## src/rtl/picorv32_irq_pkg.sv

```systemverilog
// Shared definitions for the picorv32 interrupt controller: Wishbone register
// offsets, CTRL bit positions, map size and a byte-enable helper.
package picorv32_irq_pkg;

    // Byte offsets within the 32-byte register window
    localparam logic [4:0] OFF_CTRL    = 5'h00;
    localparam logic [4:0] OFF_LOAD    = 5'h04;
    localparam logic [4:0] OFF_COUNT   = 5'h08;
    localparam logic [4:0] OFF_MASK    = 5'h0C;
    localparam logic [4:0] OFF_PENDING = 5'h10;
    localparam logic [4:0] OFF_FORCE   = 5'h14;
    localparam int unsigned MAP_SIZE   = 32;

    // Word indices as seen on wb_adr_i[4:2]
    localparam logic [2:0] IDX_CTRL    = OFF_CTRL[4:2];
    localparam logic [2:0] IDX_LOAD    = OFF_LOAD[4:2];
    localparam logic [2:0] IDX_COUNT   = OFF_COUNT[4:2];
    localparam logic [2:0] IDX_MASK    = OFF_MASK[4:2];
    localparam logic [2:0] IDX_PENDING = OFF_PENDING[4:2];
    localparam logic [2:0] IDX_FORCE   = OFF_FORCE[4:2];

    // CTRL register layout
    localparam int unsigned CTRL_EN_BIT = 0;
    localparam int unsigned CTRL_AR_BIT = 1;
    localparam int unsigned CTRL_W      = 2;

    // Expand 4 byte enables into a 32-bit bit mask
    function automatic logic [31:0] byte_mask(input logic [3:0] sel);
        logic [31:0] m;
        m = '0;
        for (int unsigned b = 0; b < 4; b++) begin
            m[b*8 +: 8] = {8{sel[b]}};
        end
        return m;
    endfunction

endpackage

```

## src/rtl/irq_sync.sv

```systemverilog
// Multi-stage flip-flop synchroniser for asynchronous level inputs.
// Ports: clk_i/rst_n_i clock and async active-low reset, d_i raw inputs,
//        q_o synchronised outputs (STAGES cycles of latency).
module irq_sync #(
    parameter int unsigned WIDTH  = 32,
    parameter int unsigned STAGES = 2
) (
    input  logic             clk_i,
    input  logic             rst_n_i,
    input  logic [WIDTH-1:0] d_i,
    output logic [WIDTH-1:0] q_o
);

    logic [WIDTH-1:0] stage_q [STAGES];

    always_ff @(posedge clk_i or negedge rst_n_i) begin
        if (!rst_n_i) begin
            for (int unsigned i = 0; i < STAGES; i++) begin
                stage_q[i] <= '0;
            end
        end else begin
            stage_q[0] <= d_i;
            for (int unsigned i = 1; i < STAGES; i++) begin
                stage_q[i] <= stage_q[i-1];
            end
        end
    end

    assign q_o = stage_q[STAGES-1];

endmodule

```

## src/rtl/picorv32_irq_ctrl.sv

```systemverilog
// Interrupt controller for picorv32: Wishbone-mapped timer, pending/mask
// registers and synchronised edge-triggered external interrupt sources.
// Ports: clk_i, rst_n_i (async active-low); wb_* classic Wishbone slave;
//        ext_irq_i async level sources; irq_o registered PENDING & MASK.
module picorv32_irq_ctrl
    import picorv32_irq_pkg::*;
#(
    parameter int unsigned TIMER_IRQ_BIT = 4,
    parameter int unsigned SYNC_STAGES   = 2
) (
    input  logic        clk_i,
    input  logic        rst_n_i,
    input  logic        wb_cyc_i,
    input  logic        wb_stb_i,
    input  logic        wb_we_i,
    input  logic [4:0]  wb_adr_i,
    input  logic [31:0] wb_dat_i,
    input  logic [3:0]  wb_sel_i,
    output logic [31:0] wb_dat_o,
    output logic        wb_ack_o,
    input  logic [31:0] ext_irq_i,
    output logic [31:0] irq_o
);

    // Edge masking must cover the synchroniser fill time, otherwise a source
    // already high at reset release shows up as a 0->1 edge.
    localparam logic [2:0] INH_INIT = 3'(SYNC_STAGES + 1);

    logic              ack_q, ack_d;
    logic [31:0]       dat_q, dat_d;
    logic [CTRL_W-1:0] ctrl_q, ctrl_d;
    logic [31:0]       load_q, load_d;
    logic [31:0]       count_q, count_d;
    logic [31:0]       mask_q, mask_d;
    logic [31:0]       pend_q, pend_d;
    logic [31:0]       irq_q, irq_d;
    logic [31:0]       hist_q;
    logic [2:0]        inh_q;

    logic [31:0] sync_w;
    logic [31:0] edge_w;
    logic [31:0] bmask;
    logic [31:0] wr_bits;
    logic [31:0] set_vec;
    logic [31:0] clr_vec;
    logic [2:0]  reg_idx;
    logic        bus_req;
    logic        bus_wr;
    logic        timer_fire;
    logic        unused_adr;

    assign unused_adr = ^wb_adr_i[1:0];

    irq_sync #(
        .WIDTH  (32),
        .STAGES (SYNC_STAGES)
    ) u_sync (
        .clk_i   (clk_i),
        .rst_n_i (rst_n_i),
        .d_i     (ext_irq_i),
        .q_o     (sync_w)
    );

    always_comb begin
        reg_idx = wb_adr_i[4:2];
        bus_req = wb_cyc_i & wb_stb_i & ~ack_q;
        bus_wr  = bus_req & wb_we_i;
        bmask   = byte_mask(wb_sel_i);
        wr_bits = wb_dat_i & bmask;
        edge_w  = (inh_q == 3'd0) ? (sync_w & ~hist_q) : '0;
    end

    always_comb begin
        ack_d      = bus_req;
        dat_d      = '0;
        ctrl_d     = ctrl_q;
        load_d     = load_q;
        mask_d     = mask_q;
        count_d    = count_q;
        timer_fire = 1'b0;
        set_vec    = edge_w;
        clr_vec    = '0;

        if (bus_req && !wb_we_i) begin
            case (reg_idx)
                IDX_CTRL:    dat_d = {{(32-CTRL_W){1'b0}}, ctrl_q};
                IDX_LOAD:    dat_d = load_q;
                IDX_COUNT:   dat_d = count_q;
                IDX_MASK:    dat_d = mask_q;
                IDX_PENDING: dat_d = pend_q;
                default:     dat_d = '0;
            endcase
        end

        if (bus_wr) begin
            case (reg_idx)
                IDX_CTRL:    if (wb_sel_i[0]) ctrl_d = wb_dat_i[CTRL_W-1:0];
                IDX_LOAD:    load_d = (load_q & ~bmask) | wr_bits;
                IDX_MASK:    mask_d = (mask_q & ~bmask) | wr_bits;
                IDX_PENDING: clr_vec = wr_bits;
                IDX_FORCE:   set_vec = set_vec | wr_bits;
                default:     ;
            endcase
        end

        // A bus write to COUNT wins over decrement/reload; no expiry then.
        if (bus_wr && reg_idx == IDX_COUNT) begin
            count_d = (count_q & ~bmask) | wr_bits;
        end else if (ctrl_q[CTRL_EN_BIT] && count_q != '0) begin
            if (count_q == 32'd1) begin
                timer_fire = 1'b1;
                count_d    = ctrl_q[CTRL_AR_BIT] ? load_q : '0;
            end else begin
                count_d = count_q - 32'd1;
            end
        end

        set_vec[TIMER_IRQ_BIT] = set_vec[TIMER_IRQ_BIT] | timer_fire;

        // Set takes priority over a simultaneous W1C of the same bit.
        pend_d = (pend_q & ~clr_vec) | set_vec;
        irq_d  = pend_q & mask_q;
    end

    always_ff @(posedge clk_i or negedge rst_n_i) begin
        if (!rst_n_i) begin
            ack_q   <= 1'b0;
            dat_q   <= '0;
            ctrl_q  <= '0;
            load_q  <= '0;
            count_q <= '0;
            mask_q  <= '0;
            pend_q  <= '0;
            irq_q   <= '0;
            hist_q  <= '0;
            inh_q   <= INH_INIT;
        end else begin
            ack_q   <= ack_d;
            dat_q   <= dat_d;
            ctrl_q  <= ctrl_d;
            load_q  <= load_d;
            count_q <= count_d;
            mask_q  <= mask_d;
            pend_q  <= pend_d;
            irq_q   <= irq_d;
            hist_q  <= sync_w;
            if (inh_q != 3'd0) begin
                inh_q <= inh_q - 3'd1;
            end
        end
    end

    assign wb_ack_o = ack_q;
    assign wb_dat_o = dat_q;
    assign irq_o    = irq_q;

endmodule

```

## config.mk

```make
export PLATFORM = sky130hd
export DESIGN_NAME = picorv32_irq_ctrl
export DESIGN_NICKNAME = d
export VERILOG_FILES = /design/src/rtl/picorv32_irq_pkg.sv /design/src/rtl/irq_sync.sv /design/src/rtl/picorv32_irq_ctrl.sv
export SDC_FILE = /design/constraint.sdc
export NUM_CORES = 1
export LEC_CHECK = 0
export CORE_UTILIZATION = 30
export CTS_CLUSTER_DIAMETER = 80
export DETAILED_ROUTE_END_ITERATION = 7
export PLACE_DENSITY_LB_ADDON = 0.15
export SKIP_LAST_GASP = 1
export SLEW_MARGIN = 20
export SYNTH_ARGS = -nofsm -noshare
export SYNTH_HDL_FRONTEND = slang
export SYNTH_SLANG_ARGS = --single-unit
```

## constraint.sdc

```tcl
create_clock -name clk_i -period 5.5 [get_ports clk_i]
set_clock_uncertainty 0.05 [all_clocks]
set_input_delay 1.65 -clock clk_i [delete_from_list [all_inputs] [get_ports clk_i]]
set_output_delay 1.65 -clock clk_i [all_outputs]
set_load 0.005 [all_outputs]
```

==> metrics.csv <==
metric,value,unit
cts_resized,0,
synth_edf_count,0,
slowest_stage,o311ai_4,
syn_nets,1081,
setup_viol,0,
core-area,39600,um2
dpl_worst_slack,1.19,ns
dieArea,40900,um2
synthTopCellsByArea,"dfrtp_1 61%, mux2_2 6.4%, a22oi_1 4.1%, a221o_1 2.7%, nand2_1 2.6%",
place_congestion,0.848,
vias,8770,
port_buffers,140,
min_path_cells,0,
first_iter_violations,535,
clk_pin_slew,0.06,ns
die_w,202,um
num_antenna_cells,0,
p_leak,0.00620,uW
utilization,38.6,%
synthFlopType,dfrtp_1,
maxSlewHeadroom,32.9,%
post-cts-setup-buffers,0,
max_stage_delay,0.88,ns
yosys.cell_types.count,68,
ctsHoldBuffers,0,
reg2reg_depth,9,
synthArstFlopShare,100,%
finalHoldViolCount,0,
yosysTopAreaCell,dfrtp_1,
syn_to_final_growth,27.3,%
final_net_count,1230,
cp_max_fo,15,
cp-start-kind,register,
final_cell_mix,"292 x dfrtp_1, 139 x clkdlybuf4s50_1, 82 x nand2_1",
fin_tns_setup,0,ns
syn_avg_cell_area,12.0,um2
remaining_drc_errors,0,
core.rowCount,73,
final.setup.worst_slack,1.71,ns
cts_buffers,35,
worst_slew_pin_slew,1.00,ns
crit_chain,inv_1 > ha_1 > or4b_4 > or4_1 > o311ai_4 > buf_4 > a21oi_1 > nand4_1 > o221a_2,
clock_latency,0.53,ns
holdPathEnd,u_sync.q_o[28],
grt_overflow,0,
fin_crit_sh,68.9,%
ys_seq_elements,294,
clockBufferDepth,3,
root_buffer,clkbuf_16,
crit_family,simple AND/OR/NAND/NOR gates,
cp.arrival,4.21,ns
period_minus_slack,3.79,ns
ys_warn_count,0,
ir_drop,0.192,mV
avgViaCountPerCell,5.16,
antenna_found_initial,1,
first_pass_iters,5,
start_util,30.4,%
layout_commonest_cell,dfrtp_1,
clock-sinks,294,
grt.total_usage,17.0,%
ys_seq_area_share,61.2,%
path_class,register to register,
ios,143,
cts_tree,built,
end_kind,register,
syn_area,12000,um2
path_buf_inv,2,
htree_levels,2,
yosysTopAreaCellShare,60.7,%
syn_inst,999,
grt_pass1_wl,53.5,mm
fmax,0.264,GHz
wirelength,34.0,mm
dieHeight,202,um
r2r_slack,1.71,ns
place_area,14100,um2
crit_required,5.92,ns
ant_nets,0,
grt_setup_unrepaired,false,
worstHoldStart,u_sync.stage_q[60],
status,"complete, no violations",
pwr_density_cell,384,nW/um2
fin_area,15300,um2
final_layout_size_suffix_gt1_share,14.5,%
grt_start_max_net_pins,108,
grt_pass1_vias,9069,
drv_cap,0,
routedWlPerCell,20.0,um
hpwl,22.4,mm
hold_class,register to register,
drv_slew,0,
[per-stage QoR]
step           hold WS (ns)  std cells  total power [uW]
2_1_floorplan         0.281        999              3060
3_3_place_gp          0.281       1636              3420
3_5_place_dp          0.285       1636              3420
4_1_cts               0.296       1698              5970
5_1_grt               0.300       1698              6180
6_report              0.291       1698              5870
[worst max path at each step]
stage / from / to / slack [ns] / cells past startpoint
3_5_place_dp: wb_adr_i[3] / register / 1.19 / 7
4_1_cts: register / register / 1.69 / 9
2_1_floorplan: wb_adr_i[3] / register / 2.06 / 9
3_3_place_gp: wb_adr_i[3] / register / 1.21 / 9
6_report: register / register / 1.71 / 9
5_1_grt: register / register / 1.58 / 9
[worst register-to-register path: cells and delay by family, from the launching register on]
family,cells,cell delay [ns]
AOI/OAI and AO/OA,3,1.11
and+or+nand+nor,3,1.47
buffers and inverters,2,0.42
DFF,1,0.45
adders and majority gates,1,0.23
[Yosys cell counts, types with 3 or more instances]
cell	count
a311oi_1	6
buf_2	6
nand3_1	28
mux2_2	68
a21oi_1	57
clkbuf_1	38
or4_1	9
nor4_1	8
o2bb2ai_1	3
o21a_1	4
ha_1	4
a221o_1	32
o22ai_1	6
mux2i_1	3
nand2_1	82
a31oi_1	11
a221oi_1	3
nand2b_1	3
a22oi_1	66
nor4b_1	3
inv_1	7
o21ai_0	23
dfrtp_1	292
nor3_1	18
o221a_2	3
nor2_1	59
or3_1	8
o221ai_1	4
xnor2_1	5
o211ai_1	4
buf_6	4
and2_1	34
nor3b_1	35
xor2_1	8
nand4_1	9
[final cells by class]
type / count / area (um2)
clock inverters: 9 / 170
fillers: 3921 / 24300
inverters: 7 / 26.3
repair buffers: 163 / 1590
well taps: 525 / 657
flip-flops and latches: 294 / 7360
clock buffers: 53 / 1090
multi-input cells: 647 / 4430
[report_power, final]
group	internal (uW)	switching (uW)
combinational	394	455
clock	1590	894
sequential	2350	188
total	4340	1540
[logic make-up after synthesis]
group	count (synthesis)	synth area share, %
AOI/OAI and AO/OA	247	15.1
buffers and inverters	58	2.15
adders and majority gates	4	0.416
muxes	71	6.61
xor gates and xnor gates	13	0.946
DFF	294	61.2
and+or+nand+nor	312	13.7
[layer usage]
layer / part of all wire (%) / up-vias / global-route usage, %
met5: 0.050 / - / 0
met4: 3.0 / 2 / 6.39
met3: 5.2 / 65 / 3.79
met2: 47 / 242 / 26.6
met1: 45 / 4442 / 23.0
li1: - / 4019 / -
Power figures use the tool's default switching activity.
